File: src/rtl/fifo_pkg.sv
// Shared defaults, read-mode encodings and threshold sanity check for the
// parametrised synchronous FIFO family.
package fifo_pkg;

    localparam int DEF_DATA_W = 8;
    localparam int DEF_ADDR_W = 3;

    localparam bit FWFT_STD  = 1'b0;
    localparam bit FWFT_FALL = 1'b1;

    // Thresholds are only meaningful when the almost-empty band sits strictly
    // below the almost-full band and neither exceeds the storage depth.
    function automatic bit th_ok(input int aempty_th, input int afull_th, input int depth);
        return (aempty_th < afull_th) && (afull_th <= depth);
    endfunction

endpackage

File: src/rtl/fifo_mem.sv
// DEPTH x DATA_W storage: one synchronous write port, one asynchronous read port.
module fifo_mem
    import fifo_pkg::*;
#(
    parameter int DATA_W = DEF_DATA_W,
    parameter int ADDR_W = DEF_ADDR_W
) (
    input  logic              clk,
    input  logic              we_i,
    input  logic [ADDR_W-1:0] waddr_i,
    input  logic [DATA_W-1:0] wdata_i,
    input  logic [ADDR_W-1:0] raddr_i,
    output logic [DATA_W-1:0] rdata_o
);

    localparam int DEPTH = 1 << ADDR_W;

    logic [DATA_W-1:0] mem_q [DEPTH];

    always_ff @(posedge clk) begin
        if (we_i) begin
            mem_q[waddr_i] <= wdata_i;
        end
    end

    assign rdata_o = mem_q[raddr_i];

endmodule

File: src/rtl/sync_fifo_param.sv
// Parametrised single-clock FIFO with threshold flags, optional
// first-word-fall-through read, synchronous flush and sticky error flags.
module sync_fifo_param
    import fifo_pkg::*;
#(
    parameter int DATA_W    = DEF_DATA_W,
    parameter int ADDR_W    = DEF_ADDR_W,
    parameter int AFULL_TH  = (1 << ADDR_W) - 2,
    parameter int AEMPTY_TH = 2,
    parameter bit FWFT      = FWFT_STD
) (
    input  logic              clk,
    input  logic              rst_n,
    input  logic              flush,
    input  logic              wr_en,
    input  logic [DATA_W-1:0] wr_data,
    input  logic              rd_en,
    output logic [DATA_W-1:0] rd_data,
    output logic              rd_valid,
    output logic              full,
    output logic              empty,
    output logic              almost_full,
    output logic              almost_empty,
    output logic [ADDR_W:0]   count,
    output logic              overflow,
    output logic              underflow
);

    localparam logic [ADDR_W:0] DEPTH_C  = (ADDR_W+1)'(1 << ADDR_W);
    localparam logic [ADDR_W:0] AFULL_C  = (ADDR_W+1)'(AFULL_TH);
    localparam logic [ADDR_W:0] AEMPTY_C = (ADDR_W+1)'(AEMPTY_TH);

    if (!th_ok(AEMPTY_TH, AFULL_TH, 1 << ADDR_W)) begin : g_bad_th
        $error("sync_fifo_param: need AEMPTY_TH < AFULL_TH <= DEPTH");
    end

    logic [ADDR_W-1:0] wr_ptr_q, wr_ptr_d;
    logic [ADDR_W-1:0] rd_ptr_q, rd_ptr_d;
    logic [ADDR_W:0]   count_q, count_d;
    logic              overflow_q, overflow_d;
    logic              underflow_q, underflow_d;
    logic              rd_acc, wr_acc;
    logic [DATA_W-1:0] mem_rdata;

    // Flags decode from registered count only, so enables never reach them.
    assign empty        = (count_q == '0);
    assign full         = (count_q == DEPTH_C);
    assign almost_full  = (count_q >= AFULL_C);
    assign almost_empty = (count_q <= AEMPTY_C);
    assign count        = count_q;
    assign overflow     = overflow_q;
    assign underflow    = underflow_q;

    assign rd_acc = rd_en && !empty;
    assign wr_acc = wr_en && (!full || rd_acc);

    always_comb begin
        wr_ptr_d    = wr_ptr_q;
        rd_ptr_d    = rd_ptr_q;
        count_d     = count_q;
        overflow_d  = overflow_q | (wr_en && !wr_acc);
        underflow_d = underflow_q | (rd_en && empty);
        if (wr_acc) begin
            wr_ptr_d = wr_ptr_q + ADDR_W'(1);
        end
        if (rd_acc) begin
            rd_ptr_d = rd_ptr_q + ADDR_W'(1);
        end
        if (wr_acc && !rd_acc) begin
            count_d = count_q + (ADDR_W+1)'(1);
        end else if (rd_acc && !wr_acc) begin
            count_d = count_q - (ADDR_W+1)'(1);
        end
        if (flush) begin
            wr_ptr_d    = '0;
            rd_ptr_d    = '0;
            count_d     = '0;
            overflow_d  = 1'b0;
            underflow_d = 1'b0;
        end
    end

    always_ff @(posedge clk or negedge rst_n) begin
        if (!rst_n) begin
            wr_ptr_q    <= '0;
            rd_ptr_q    <= '0;
            count_q     <= '0;
            overflow_q  <= 1'b0;
            underflow_q <= 1'b0;
        end else begin
            wr_ptr_q    <= wr_ptr_d;
            rd_ptr_q    <= rd_ptr_d;
            count_q     <= count_d;
            overflow_q  <= overflow_d;
            underflow_q <= underflow_d;
        end
    end

    fifo_mem #(
        .DATA_W (DATA_W),
        .ADDR_W (ADDR_W)
    ) u_mem (
        .clk     (clk),
        .we_i    (wr_acc && !flush),
        .waddr_i (wr_ptr_q),
        .wdata_i (wr_data),
        .raddr_i (rd_ptr_q),
        .rdata_o (mem_rdata)
    );

    if (FWFT == FWFT_FALL) begin : g_fwft
        assign rd_data  = mem_rdata;
        assign rd_valid = !empty;
    end else begin : g_std
        logic [DATA_W-1:0] rd_data_q;
        logic              rd_valid_q;

        always_ff @(posedge clk or negedge rst_n) begin
            if (!rst_n) begin
                rd_data_q  <= '0;
                rd_valid_q <= 1'b0;
            end else if (flush) begin
                rd_data_q  <= '0;
                rd_valid_q <= 1'b0;
            end else begin
                rd_valid_q <= rd_acc;
                if (rd_acc) begin
                    rd_data_q <= mem_rdata;
                end
            end
        end

        assign rd_data  = rd_data_q;
        assign rd_valid = rd_valid_q;
    end

endmodule

File: config.mk
export PLATFORM = sky130hd
export DESIGN_NAME = sync_fifo_param
export DESIGN_NICKNAME = d
export VERILOG_FILES = /design/src/rtl/fifo_pkg.sv /design/src/rtl/fifo_mem.sv /design/src/rtl/sync_fifo_param.sv
export SDC_FILE = /design/constraint.sdc
export NUM_CORES = 1
export LEC_CHECK = 0
export CORE_ASPECT_RATIO = 0.8
export CORE_MARGIN = 1.5
export CORE_UTILIZATION = 35
export CTS_CLUSTER_DIAMETER = 150
export CTS_CLUSTER_SIZE = 10
export DETAILED_ROUTE_END_ITERATION = 8
export SYNTH_ARGS = -nofsm -noshare
export SYNTH_HDL_FRONTEND = slang
export SYNTH_SLANG_ARGS = --single-unit
File: constraint.sdc
create_clock -name clk -period 3 [get_ports clk]
set_input_delay 0.75 -clock clk [delete_from_list [all_inputs] [get_ports clk]]
set_output_delay 0.75 -clock clk [all_outputs]
set_load 0.02 [all_outputs]
==> qor.yml, run 1 <==
floorplanning:
  ios: 32
  dieWidth_um: 115
  dieArea_um2: 10600
  num_rows: 32
  start_util: 0.361
  core_area_um2: 9690
  die_height_um: 92.4
logic_synthesis:
  ys_ff_latch: 85
  synth_compound_area_frac: 0.0579
  synth_fa_ha_area_frac: 0.0200
  synthSimpleGateAreaFrac: 0.0737
  synth_top_area_cell: "edfxtp_1"
  yosys-top-cells-count: "edfxtp_1 (64), nor2_1 (24), dfrtp_1 (21)"
  synth.distinct_cells: 40
  synth_top_family_by_area: "multiplexers"
  synth_warnings: 0
  synth_nets: 234
  syn_inst: 216
  synth_ff_type: "edfxtp_1"
  syn-cell-area_um2: 3500
  synth_top_area_share: 0.549
  synthMuxAreaShare: 0.106
  async_reset_ff_frac: 0.247
  syn_area_per_cell_um2: 16.2
  synth_xor_area_frac: 0.0175
  ys_seq_area_frac: 0.699
  synthTopCellsByArea: "edfxtp_1 (55%), dfrtp_1 (15%), mux4_2 (10%)"
  synth-edff-count: 64
  synth_most_common_cell: "edfxtp_1"
finish:
  diodes: 0
  final-seq-area_um2: 2450
  area_growth_pct: 23.4
  multi_input_area_um2: 968
  final_area_um2: 4320
  fillers: 902
  nets: 279
  final_cells: 402
  drive_above_1_share: 0.203
critical_path:
  crit_arrival_ns: 2.01
  startpoint_type: "flip-flop"
  cp-end-kind: "primary output"
  worst-setup-path-type: "flip-flop to primary output"
  cp.required_ns: 2.25
  cp_max_fo: 5
global_routing:
  grt_first_pass_wirelength_um: 10900
  gr-usage-met3: 0.0589
  grt_max_degree: 27
  grt_remaining_overflow: 0
  top_usage_layer: "met2"
  grt_pass1_vias: 2021
  antenna_found_initial: 0
  use_met2: 0.226
  gr-usage-all-layers: 0.142
  gr-usage-met1: 0.180
clock_network:
  worst_setup_hold_path_clk_slew_ns: 0.06
  cts_tree: "built"
  root_buffer: "clkbuf_16"
  cts_hold_buf: 0
  cts_resized: 0
  clock-sinks: 85
  cts_buffer_depth: 2
  htreeDepth: 3
  cts_setup_buffers: 0
  cts_buffers: 9
  clkLatencyLatePin_ns: 0.34
place:
  dp_hpwl_um: 4430
  dp.cells: 386
  dpl-instance-area_um2: 4050
  routabilityCongestion: 0.764
  port_buffers: 31
timing:
  finalCriticalPeriod_ns: 2.76
  period_share: 0.919
  finalSetupViolations: 0
  rsz0062_at_grt: "false"
  hold_viol: 0
  fin_hold_ws_ns: 0.492
  tightest_slew_ns: 0.759
  drv_slew: 0
  tns_ns: 0
  finClkSkew_ns: 0.00685
  max_freq_ghz: 0.363
  slew_headroom: 0.487
route:
  antenna_left: 0
  route.detailed.drc: 0
  vias_per_cell: 4.97
  wl_per_cell_um: 17.0
  drt_pass1_iterations: 4
  drt_wl_total_um: 6830
  num_vias: 1997
  drtIter0Drc: 128
power:
  pwr_density_cell_nw_per_um2: 835
  leakagePower_nw: 1.51
  total_power_mw: 3.61
  peakVddDrop_uv: 354
hold_path:
  hold_path.class: "flip-flop to flip-flop"
run_status:
  outcome: "finished clean"
flow_run:
  cap_violations: 0
## final timing paths
kind | end | cells after the start | startpoint | slack, ns
worst min register to register | underflow | 2 | underflow | 0.49
worst min-delay path | underflow | 2 | underflow | 0.49
max in group asynchronous | wr_ptr_q[1] | 2 | rst_n | 1.99
min in group asynchronous | underflow | 2 | rst_n | 0.77
worst max-delay path | full | 3 | count[0] | 0.24
worst max register to register | count[3] | 8 | count[0] | 0.53
## per-layer routing
metal,up-vias,wire (µm)
met1,1002,2940
met5,-,0
li1,923,-
met2,64,3390
met4,0,77
met3,8,420
## metrics by stage
stage | setup slack (ns) | utilization
floorplan | 0.463 | -
global placement | 0.245 | 0.418
detailed placement | 0.126 | 0.418
CTS | 0.200 | 0.446
global route | 0.134 | 0.446
finish | 0.243 | 0.446
## power breakdown
| part | switching (mW) | internal [mW] | total [mW] |
|---|---|---|---|
| logic | 0.618 | 0.558 | 1.18 |
| clock network | 0.435 | 0.557 | 0.992 |
| registers | 0.0720 | 1.37 | 1.44 |
| total | 1.13 | 2.48 | 3.61 |
## logic make-up after synthesis
family,count (synthesis)
xor+xnor,7
compound gates,28
mux,17
flops,85
buf+inv,20
simple gates,54
fa+ha+maj,5
## worst max-delay path, cell delays in order (launching register included)
cell             delay [ns]
dfrtp_1                0.38
or4b_4                 0.59
inv_1                  0.10
clkdlybuf4s50_1        0.60
## flip-flops by register name, summed over array words and instances, names as in the netlist
| signal | flops |
|---|---|
| rd_data | 8 |
| rd_ptr_q | 3 |
| wr_ptr_q | 3 |
| u_mem.mem_q | 64 |
| rd_valid | 1 |
| count | 4 |
| overflow | 1 |
| underflow | 1 |
## layout by cell type, fill, tap and decap left out, types with 3 or more instances in the layout
master	n
ha_1	4
a211oi_1	3
dfrtp_1	21
o22ai_1	8
nor2_1	24
clkdlybuf4s50_1	31
xnor2_1	4
edfxtp_1	64
clkbuf_16	9
buf_4	18
clkinvlp_4	3
nor3_1	12
nand2_1	7
mux4_2	16
a21oi_1	4
xor2_1	3
inv_1	5
## final cells by class
type                    instances  area share
inverters                       5     0.00435
multi-input cells             111       0.224
clock inverters                 6     0.00927
well taps                     136      0.0394
clock buffers                  10      0.0530
repair buffers                 49       0.103
flip-flops and latches         85       0.567
Power figures use the tool's default switching activity.
==> inputs of run 2 (changes only) <==
--- a/config.mk
+++ b/config.mk
@@ -12,4 +12,5 @@
 export CTS_CLUSTER_SIZE = 10
 export DETAILED_ROUTE_END_ITERATION = 8
+export DONT_BUFFER_PORTS = 1
 export SYNTH_ARGS = -nofsm -noshare
 export SYNTH_HDL_FRONTEND = slang
==> constraint.sdc (replaced) <==
create_clock -name clk -period 3 [get_ports clk]
set_input_delay 0.3 -clock clk [delete_from_list [all_inputs] [get_ports clk]]
set_output_delay 0.3 -clock clk [all_outputs]
set_load 0.02 [all_outputs]
==> qor.yml, run 2 (synthesis results as in run 1) <==
run_status:
  outcome: "finished clean"
power:
  leakagePower_nw: 1.38  # -8.8%
  peakVddDrop_uv: 487  # +38%
  pwr_density_cell_nw_per_um2: 875  # +4.8%
finish:
  drive_above_1_share: 0.214  # +0.0110
  most-common-layout-cells: "edfxtp_1 (64), nor2_1 (24), dfrtp_1 (21)"
  final_area_um2: 4010  # -7.3%
  largest-register: "u_mem.mem_q"
  post-route-util: 0.413  # -0.0324
  fillers: 919  # +1.9%
  area_growth_pct: 14.4
  largest_register_ffs: 64  # unchanged
  mostFrequentLayoutCell: "edfxtp_1"
  nets: 242  # -13%
place:
  dp_hpwl_um: 4270  # -3.6%
  port_buffers: 0  # -100%
  dpl-instance-area_um2: 3690  # -8.8%
  place_ws_ns: 0.615  # +0.489 ns
  routabilityCongestion: 0.788  # +3.1%
hold_path:
  hold_path.class: "input port to flip-flop"
global_routing:
  grt_max_degree: 28  # +3.7%
  grt_pass1_vias: 1998  # -1.1%
  grt_remaining_overflow: 0  # unchanged
  antenna_found_initial: 1  # +1
  grt_first_pass_wirelength_um: 11100  # +2.2%
  gr-usage-all-layers: 0.146  # +0.00411
timing:
  tightest_slew_ns: 1.17  # +0.410 ns
  drv_slew: 0  # unchanged
  finalCriticalPeriod_ns: 2.40  # -0.359 ns
  finalWorstSetupSlack_ns: 0.602  # +0.359 ns
  period_share: 0.799  # -0.120
  tns_ns: 0  # unchanged
  finClkSkew_ns: 0.00717  # +0.000316 ns
  finalSetupViolations: 0  # unchanged
  max_freq_ghz: 0.417  # +15%
  hold_viol: 0  # unchanged
  rsz0062_at_grt: "false"
  fin_hold_ws_ns: 0.0209  # -0.471 ns
  slew_headroom: 0.214  # -0.273
floorplanning:
  core_area_um2: 9690  # unchanged
  die_height_um: 92.4  # unchanged
  ios: 32  # unchanged
  dieArea_um2: 10600  # unchanged
  start_util: 0.361  # unchanged
  num_rows: 32  # unchanged
  dieWidth_um: 115  # unchanged
critical_path:
  worst-setup-path-type: "flip-flop to flip-flop"
  crit_chain: "or4b_4 > o211a_2 > inv_1 > ha_1 > a21oi_1 > nand2_1 > and3_1 > a311o_1"
  crit_arrival_ns: 2.61  # +0.60 ns
  critPathMaxStageDelay_ns: 0.58  # -0.02 ns
  crit_buf_inv: 1  # -1
  cp_max_fo: 5  # unchanged
  cp.required_ns: 3.21  # +0.96 ns
  path_delay_family: "simple AND/OR/NAND/NOR gates"
  cp-end-kind: "flip-flop"
  cpMaxStageDelayCell: "or4b_4"
  startpoint_type: "flip-flop"
clock_network:
  htreeDepth: 3  # unchanged
  cts_buffer_depth: 2  # unchanged
  clock-sinks: 85  # unchanged
  root_buffer: "clkbuf_16"
  worst_setup_hold_path_clk_slew_ns: 0.06  # about the same
  clkLatencyLatePin_ns: 0.34  # about the same
  cts_tree: "built"
  cts_buffers: 9  # unchanged
route:
  route.detailed.drc: 0  # unchanged
  drt_pass1_iterations: 4  # unchanged
  num_vias: 1824  # -8.7%
  vias_per_cell: 4.98  # +0.32%
  drtIter0Drc: 66  # -48%
  antenna_left: 0  # unchanged
  drt_wl_total_um: 6950  # +1.7%
  wl_per_cell_um: 19.0  # +12%
flow_run:
  cap_violations: 0  # unchanged
## run 2: cell type report
| type | count | area [µm²] | share of cell area |
|---|---|---|---|
| Antenna cell | 1 | 2.50 | 0.000625 |
| Sequential cell | 85 | 2450 | 0.611 |
| Inverter | 5 | 18.8 | 0.00469 |
| Clock inverter | 6 | 70.1 | 0.0175 |
| Clock buffer | 10 | 229 | 0.0572 |
| Timing Repair Buffer | 12 | 92.6 | 0.0231 |
| Multi-Input combinational cell | 111 | 975 | 0.243 |
| Tap cell | 136 | 170 | 0.0425 |
## run 2: repair_timing
| item | in CTS | in global routing |
|---|---|---|
| endpoints found under the hold margin | 21 | 0 |
| resized for setup | 0 | 0 |
| buffers inserted | 0 | 0 |
| hold buffers | 1 | 0 |
## run 2: stage by stage
step           total power, mW  std cells
2_1_floorplan             2.23        216
3_3_place_gp              2.41        348
3_5_place_dp              2.43        348
4_1_cts                   3.55        365
5_1_grt                   3.71        366
6_report                  3.50        366
## run 2: worst paths after layout
check / startpoint / to / slack [ns] / cells after the start
max: count[0] / count[3] / 0.60 / 8
min: flush / underflow / 0.02 / 1
max reg2reg: count[0] / count[3] / 0.60 / 8
min reg2reg: rd_ptr_q[2] / rd_ptr_q[2] / 0.57 / 2
max in group asynchronous: rst_n / rd_valid / 1.82 / 1
min in group asynchronous: rst_n / overflow / 0.58 / 1
## run 2: metal layers
| layer | vias to the layer above | track usage | wire length (µm) |
|---|---|---|---|
| met4 | 0 | 0.0514 | 78 |
| met2 | 39 | 0.233 | 3380 |
| met1 | 920 | 0.185 | 3180 |
| met5 | - | 0 | 0 |
| met3 | 10 | 0.0537 | 301 |
| li1 | 855 | - | - |
## run 2: where the power goes
part | switching, mW | internal [mW]
combinational | 0.516 | 0.388
sequential | 0.131 | 1.37
clock | 0.452 | 0.651
total | 1.10 | 2.40
